**config.mk**
```make
export PLATFORM = sky130hd
export DESIGN_NAME = unidade_controle_prova_flat
export DESIGN_NICKNAME = d
export VERILOG_FILES = /design/src/rtl/unidade_controle_prova_if.sv /design/src/rtl/unidade_controle_prova.sv /design/src/flat_wrapper.sv
export SDC_FILE = /design/constraint.sdc
export NUM_CORES = 1
export LEC_CHECK = 0
export CORE_MARGIN = 2
export CORE_UTILIZATION = 39
export DETAILED_ROUTE_END_ITERATION = 7
export GPL_TIMING_DRIVEN = 0
export PLACE_DENSITY = 0.7
export SYNTH_ARGS = -nofsm -noshare
export SYNTH_HDL_FRONTEND = slang
export SYNTH_SLANG_ARGS = --single-unit
```
**constraint.sdc**
```tcl
create_clock -name clock -period 2.1 [get_ports clock]
set_input_delay 0.525 -clock clock [delete_from_list [all_inputs] [get_ports clock]]
set_output_delay 0.525 -clock clock [all_outputs]
set_load 0.02 [all_outputs]
```
**src/rtl/unidade_controle_prova_if.sv**
```systemverilog
// Control/status bundle between the game controller and its datapath.
// master = controller side, slave = datapath / top-level side.
interface unidade_controle_prova_if;
   logic       iniciar;
   logic       fez_jogada;
   logic       jogada_igual_memoria;
   logic       endereco_igual_limite;
   logic       ultimo_nivel;
   logic       deu_timeout;
   logic       zera_contador_nivel;
   logic       zera_contador_jogada;
   logic       zera_contador_score;
   logic       conta_nivel;
   logic       conta_jogada;
   logic       conta_score;
   logic       zeraR;
   logic       registraR;
   logic       zera_timeout;
   logic       conta_timeout;
   logic       pronto;
   logic       ganhou;
   logic       perdeu;
   logic       timeout;
   logic [3:0] db_estado;

   modport master (
      input  iniciar, fez_jogada,
      input  jogada_igual_memoria,
      input  endereco_igual_limite,
      input  ultimo_nivel, deu_timeout,
      output zera_contador_nivel,
      output zera_contador_jogada,
      output zera_contador_score,
      output conta_nivel, conta_jogada,
      output conta_score,
      output zeraR, registraR,
      output zera_timeout, conta_timeout,
      output pronto, ganhou, perdeu,
      output timeout, db_estado
   );

   modport slave (
      output iniciar, fez_jogada,
      output jogada_igual_memoria,
      output endereco_igual_limite,
      output ultimo_nivel, deu_timeout,
      input  zera_contador_nivel,
      input  zera_contador_jogada,
      input  zera_contador_score,
      input  conta_nivel, conta_jogada,
      input  conta_score,
      input  zeraR, registraR,
      input  zera_timeout, conta_timeout,
      input  pronto, ganhou, perdeu,
      input  timeout, db_estado
   );
endinterface

```
**src/rtl/unidade_controle_prova.sv**
```systemverilog
// Moore controller for the Genius-style game datapath.
// Outputs are registered from the next state, so they track db_estado.
module unidade_controle_prova #(
   parameter bit TIMEOUT_ATIVO = 1'b1
) (
   input  logic clock,
   input  logic reset,
   unidade_controle_prova_if.master bus
);

   typedef enum logic [3:0] {
      INICIAL        = 4'h0,
      PREPARACAO     = 4'h1,
      INICIO_NIVEL   = 4'h2,
      ESPERA_JOGADA  = 4'h3,
      REGISTRA       = 4'h4,
      COMPARACAO     = 4'h5,
      PROXIMA_JOGADA = 4'h6,
      ULTIMA_JOGADA  = 4'h7,
      PROXIMO_NIVEL  = 4'h8,
      FIM_ACERTOU    = 4'hA,
      FIM_TIMEOUT    = 4'hD,
      FIM_ERROU      = 4'hE
   } estado_t;

   typedef struct packed {
      logic zcn;
      logic zcj;
      logic zcs;
      logic cn;
      logic cj;
      logic cs;
      logic zr;
      logic rr;
      logic zt;
      logic ct;
      logic pronto;
      logic ganhou;
      logic perdeu;
      logic timeout;
   } saidas_t;

   logic [3:0] estado_q, estado_d;
   saidas_t    saidas_q;

   function automatic saidas_t decodifica(
      input logic [3:0] e
   );
      saidas_t s;
      s = '0;
      case (e)
         PREPARACAO: begin
            s.zcn = 1'b1;
            s.zcj = 1'b1;
            s.zcs = 1'b1;
            s.zr  = 1'b1;
            s.zt  = 1'b1;
         end
         INICIO_NIVEL: begin
            s.zcj = 1'b1;
            s.zr  = 1'b1;
            s.zt  = 1'b1;
         end
         ESPERA_JOGADA:  s.ct = 1'b1;
         REGISTRA: begin
            s.rr = 1'b1;
            s.zt = 1'b1;
         end
         PROXIMA_JOGADA: s.cj = 1'b1;
         ULTIMA_JOGADA:  s.cs = 1'b1;
         PROXIMO_NIVEL:  s.cn = 1'b1;
         FIM_ACERTOU: begin
            s.pronto = 1'b1;
            s.ganhou = 1'b1;
         end
         FIM_ERROU: begin
            s.pronto = 1'b1;
            s.perdeu = 1'b1;
         end
         FIM_TIMEOUT: begin
            s.pronto  = 1'b1;
            s.timeout = 1'b1;
         end
         default: s = '0;
      endcase
      return s;
   endfunction

   // A press beats a simultaneous timeout in espera_jogada.
   always_comb begin
      estado_d = estado_q;
      case (estado_q)
         INICIAL:
            if (bus.iniciar) estado_d = PREPARACAO;
         PREPARACAO:     estado_d = INICIO_NIVEL;
         INICIO_NIVEL:   estado_d = ESPERA_JOGADA;
         ESPERA_JOGADA:
            if (bus.fez_jogada)
               estado_d = REGISTRA;
            else if (bus.deu_timeout && TIMEOUT_ATIVO)
               estado_d = FIM_TIMEOUT;
         REGISTRA:       estado_d = COMPARACAO;
         COMPARACAO:
            if (!bus.jogada_igual_memoria)
               estado_d = FIM_ERROU;
            else if (bus.endereco_igual_limite)
               estado_d = ULTIMA_JOGADA;
            else
               estado_d = PROXIMA_JOGADA;
         PROXIMA_JOGADA: estado_d = ESPERA_JOGADA;
         ULTIMA_JOGADA:
            if (bus.ultimo_nivel)
               estado_d = FIM_ACERTOU;
            else
               estado_d = PROXIMO_NIVEL;
         PROXIMO_NIVEL:  estado_d = INICIO_NIVEL;
         FIM_ACERTOU, FIM_ERROU, FIM_TIMEOUT:
            if (bus.iniciar) estado_d = PREPARACAO;
         default:        estado_d = INICIAL;
      endcase
   end

   always_ff @(posedge clock or posedge reset) begin
      if (reset) begin
         estado_q <= INICIAL;
         saidas_q <= '0;
      end else begin
         estado_q <= estado_d;
         saidas_q <= decodifica(estado_d);
      end
   end

   assign bus.zera_contador_nivel  = saidas_q.zcn;
   assign bus.zera_contador_jogada = saidas_q.zcj;
   assign bus.zera_contador_score  = saidas_q.zcs;
   assign bus.conta_nivel          = saidas_q.cn;
   assign bus.conta_jogada         = saidas_q.cj;
   assign bus.conta_score          = saidas_q.cs;
   assign bus.zeraR                = saidas_q.zr;
   assign bus.registraR            = saidas_q.rr;
   assign bus.zera_timeout         = saidas_q.zt;
   assign bus.conta_timeout        = saidas_q.ct;
   assign bus.pronto               = saidas_q.pronto;
   assign bus.ganhou               = saidas_q.ganhou;
   assign bus.perdeu               = saidas_q.perdeu;
   assign bus.timeout              = saidas_q.timeout;
   assign bus.db_estado            = estado_q;

endmodule

```
**src/flat_wrapper.sv**
```systemverilog
// flat-port wrapper written by rule: the top's interface ports become plain ports
module unidade_controle_prova_flat 
#(
   parameter bit TIMEOUT_ATIVO = 1'b1
)
  (clock, reset, bus_iniciar, bus_fez_jogada, bus_jogada_igual_memoria, bus_endereco_igual_limite, bus_ultimo_nivel, bus_deu_timeout, bus_zera_contador_nivel, bus_zera_contador_jogada, bus_zera_contador_score, bus_conta_nivel, bus_conta_jogada, bus_conta_score, bus_zeraR, bus_registraR, bus_zera_timeout, bus_conta_timeout, bus_pronto, bus_ganhou, bus_perdeu, bus_timeout, bus_db_estado);
  unidade_controle_prova_if bus_i ();
  input  logic clock;
  input  logic reset;
  input wire logic [$bits(bus_i.iniciar)-1:0] bus_iniciar;
  input wire logic [$bits(bus_i.fez_jogada)-1:0] bus_fez_jogada;
  input wire logic [$bits(bus_i.jogada_igual_memoria)-1:0] bus_jogada_igual_memoria;
  input wire logic [$bits(bus_i.endereco_igual_limite)-1:0] bus_endereco_igual_limite;
  input wire logic [$bits(bus_i.ultimo_nivel)-1:0] bus_ultimo_nivel;
  input wire logic [$bits(bus_i.deu_timeout)-1:0] bus_deu_timeout;
  output wire logic [$bits(bus_i.zera_contador_nivel)-1:0] bus_zera_contador_nivel;
  output wire logic [$bits(bus_i.zera_contador_jogada)-1:0] bus_zera_contador_jogada;
  output wire logic [$bits(bus_i.zera_contador_score)-1:0] bus_zera_contador_score;
  output wire logic [$bits(bus_i.conta_nivel)-1:0] bus_conta_nivel;
  output wire logic [$bits(bus_i.conta_jogada)-1:0] bus_conta_jogada;
  output wire logic [$bits(bus_i.conta_score)-1:0] bus_conta_score;
  output wire logic [$bits(bus_i.zeraR)-1:0] bus_zeraR;
  output wire logic [$bits(bus_i.registraR)-1:0] bus_registraR;
  output wire logic [$bits(bus_i.zera_timeout)-1:0] bus_zera_timeout;
  output wire logic [$bits(bus_i.conta_timeout)-1:0] bus_conta_timeout;
  output wire logic [$bits(bus_i.pronto)-1:0] bus_pronto;
  output wire logic [$bits(bus_i.ganhou)-1:0] bus_ganhou;
  output wire logic [$bits(bus_i.perdeu)-1:0] bus_perdeu;
  output wire logic [$bits(bus_i.timeout)-1:0] bus_timeout;
  output wire logic [$bits(bus_i.db_estado)-1:0] bus_db_estado;
  assign bus_i.iniciar = bus_iniciar;
  assign bus_i.fez_jogada = bus_fez_jogada;
  assign bus_i.jogada_igual_memoria = bus_jogada_igual_memoria;
  assign bus_i.endereco_igual_limite = bus_endereco_igual_limite;
  assign bus_i.ultimo_nivel = bus_ultimo_nivel;
  assign bus_i.deu_timeout = bus_deu_timeout;
  assign bus_zera_contador_nivel = bus_i.zera_contador_nivel;
  assign bus_zera_contador_jogada = bus_i.zera_contador_jogada;
  assign bus_zera_contador_score = bus_i.zera_contador_score;
  assign bus_conta_nivel = bus_i.conta_nivel;
  assign bus_conta_jogada = bus_i.conta_jogada;
  assign bus_conta_score = bus_i.conta_score;
  assign bus_zeraR = bus_i.zeraR;
  assign bus_registraR = bus_i.registraR;
  assign bus_zera_timeout = bus_i.zera_timeout;
  assign bus_conta_timeout = bus_i.conta_timeout;
  assign bus_pronto = bus_i.pronto;
  assign bus_ganhou = bus_i.ganhou;
  assign bus_perdeu = bus_i.perdeu;
  assign bus_timeout = bus_i.timeout;
  assign bus_db_estado = bus_i.db_estado;
  unidade_controle_prova #(.TIMEOUT_ATIVO(TIMEOUT_ATIVO)) u_core (.clock(clock), .reset(reset), .bus(bus_i));
endmodule
```
==> impl_metrics.env <==
export IMPL_max_cap_viol_count=0
export IMPL_ir_worst_vdd_v=0.00101
export IMPL_cts_buffers=3
export IMPL_worstSetupPathType="reg -> out"
export IMPL_synthDistinctLibCells=28
export IMPL_start_util=0.405
export IMPL_arrival_ps=1360
export IMPL_tightest_slew_ps=579
export IMPL_synth_cell_area_um2=787
export IMPL_clock_sinks=16
export IMPL_hpwl_um=1270
export IMPL_vias=682
export IMPL_final_util=0.570
export IMPL_gp_congestion=0.835
export IMPL_clock_latency_ps=290
export IMPL_die_area_um2=2390
export IMPL_crit_required_ps=1570
export IMPL_final_nets=119
export IMPL_setup_violations=0
export IMPL_first_pass_iters=4
export IMPL_clock_skew_final_ps=2.10
export IMPL_p_leak_uw=0.000490
export IMPL_worstHoldPathType="in -> async"
export IMPL_final_area_um2=1110
export IMPL_path_max_fanout=2
export IMPL_status="complete, no violations"
export IMPL_synth_nets=89
export IMPL_clockRootBuffer="clkbuf_4"
export IMPL_cts_tree="done"
export IMPL_wire_per_inst_um=12.4
export IMPL_grt_pass1_vias=648
export IMPL_r2r_slack_ps=230
export IMPL_synth_cells=81
export IMPL_synth_top_area_frac=0.509
export IMPL_ios=26
export IMPL_clk_pin_slew_ps=90
export IMPL_critical_path_buf_inv_count=2
export IMPL_yosys_warnings=0
export IMPL_syn_to_final_growth_pct=40.7
export IMPL_grt_pass1_wl_um=2900
export IMPL_viasPerCell=4.98
export IMPL_synth_seq_cells=16
export IMPL_finalWirelength_um=1700
export IMPL_fp_dieW_um=48.9
export IMPL_drcViolationCount=0
export IMPL_clockBufferDepth=2
export IMPL_cp_top_family="buffers and inverters"
export IMPL_placed_area_um2=1070
export IMPL_slew_viol_final=0
export IMPL_hold_violations=0
export IMPL_grt_total_usage=0.155
export IMPL_rsz0062_at_grt="no"
export IMPL_fp_row_count=16
export IMPL_antenna_found_initial=0
export IMPL_syn_avg_cell_area_um2=9.72
export IMPL_nFillCells=186
export IMPL_crit_chain="buf_4, clkdlybuf4s50_1"
export IMPL_insertedDiodeCount=0
export IMPL_crit_slowest_cell="clkdlybuf4s50_1"
export IMPL_power_uw=1900
export IMPL_post_cts_buffers=0
export IMPL_p_per_area_nw_per_um2=1720
export IMPL_postRouteAntennaNets=0
export IMPL_grt_max_degree=17
export IMPL_cts_resized=0
export IMPL_drt_iter0_drc=13
export IMPL_die_h_um=48.9
export IMPL_layout_min_cycle_time_ps=1880
export IMPL_period_share=0.898
export IMPL_cp_start_kind="register"
export IMPL_overflow=0
export IMPL_io_buffers=25
export IMPL_seq_area_frac_synth=0.509
export IMPL_hold_buffers=0
export IMPL_slew_headroom=0.613
export IMPL_cp_slowest_stage_delay_ps=590
export IMPL_core_area_um2=1940
export IMPL_htree_levels=1
export IMPL_clock_fmax_mhz=531
export IMPL_synth_area_top_cells="dfrtp_1, nor2_1, a21oi_1"
export IMPL_critPathCaptureType="primary output"
export IMPL_synth_top_area_cell="dfrtp_1"
export IMPL_drive_above_1_share=0.118
-- power by group --
group	internal, µW	leakage, µW	switching [µW]
registers	425	0.000211	54.8
logic	529	0.000259	692
clock network	106	0.0000210	94.6
-- final cells by class --
cell class,instances,area (µm²),area share
Sequential cell,16,400,0.362
Clock buffer,4,36.3,0.0328
Tap cell,27,33.8,0.0305
Timing Repair Buffer,25,250,0.226
Multi-Input combinational cell,51,320,0.289
Inverter,8,30.0,0.0271
Buffer,6,36.3,0.0328
-- stage by stage --
step / setup TNS (ps) / cells / setup slack [ps] / hold slack, ps
2_1_floorplan: 0 / 81 / 339 / 439
3_3_place_gp: -67.4 / 133 / -32.5 / 601
3_5_place_dp: -202 / 133 / -65.6 / 613
4_1_cts: 0 / 137 / 208 / 615
5_1_grt: 0 / 137 / 114 / 660
6_report: 0 / 137 / 215 / 595
-- kinds of logic (layout without fill, tap and decap cells) --
logic type	count (synthesis)	after routing	synth area share
compound gates	16	16	0.149
simple gates	34	34	0.246
buf+inv	14	43	0.0842
flops	16	16	0.509
xor+xnor	1	1	0.0111
-- synthesized netlist by cell type, drive strengths merged --
cell type  instances
a211oi             1
a21oi              7
a22oi              1
a2bb2oi            1
a31o               1
a31oi              1
buf                4
clkbuf             2
dfrtp             16
inv                8
nand2              7
nand2b             3
nand3b             1
nand4b             1
nor2              10
nor2b              3
nor3               5
nor3b              1
nor4               2
o21ai              1
o31ai              1
o32a               2
or3b               1
xnor2              1
-- final timing paths --
| kind | start | end | cells after the start |
|---|---|---|---|
| max in group asynchronous | reset | u_core.bus.db_estado[1] | 2 |
| min reg2reg | u_core.bus.db_estado[1] | u_core.bus.conta_score | 3 |
| max reg2reg | u_core.bus.db_estado[0] | u_core.bus.registraR | 6 |
| min in group clock | u_core.bus.db_estado[1] | u_core.bus.conta_score | 3 |
| min | reset | u_core.bus.zera_timeout | 2 |
| max | u_core.bus.zera_contador_jogada | bus_zera_contador_jogada | 2 |
-- metal layers --
| layer | up-vias | routed length (µm) | track usage |
|---|---|---|---|
| met5 | - | 0 | 0 |
| met4 | 0 | 12 | 0.0714 |
| met3 | 2 | 66 | 0.0307 |
| met2 | 18 | 896 | 0.265 |
| met1 | 333 | 727 | 0.188 |
| li1 | 329 | - | - |
-- flip-flops by register name, indices dropped and copies added, names as in the netlist --
name,count
u_core.bus.ganhou,1
u_core.bus.conta_timeout,1
u_core.bus.zera_contador_jogada,1
u_core.bus.registraR,1
u_core.bus.pronto,1
u_core.bus.conta_score,1
u_core.bus.zera_timeout,1
u_core.bus.conta_jogada,1
u_core.bus.zera_contador_nivel,1
u_core.bus.conta_nivel,1
u_core.bus.db_estado,4
u_core.bus.perdeu,1
u_core.bus.timeout,1
-- cell usage in the layout, fill, tap and decap left out, types with 2 or more instances in the layout --
| master | instances |
|---|---|
| a21oi_1 | 7 |
| buf_4 | 3 |
| clkbuf_4 | 3 |
| clkdlybuf4s50_1 | 25 |
| dfrtp_1 | 16 |
| inv_1 | 8 |
| nand2_1 | 7 |
| nand2b_1 | 3 |
| nor2_1 | 10 |
| nor2b_1 | 2 |
| nor3_1 | 5 |
| o32a_1 | 2 |
No activity file was read; power rests on OpenSTA's default activity.
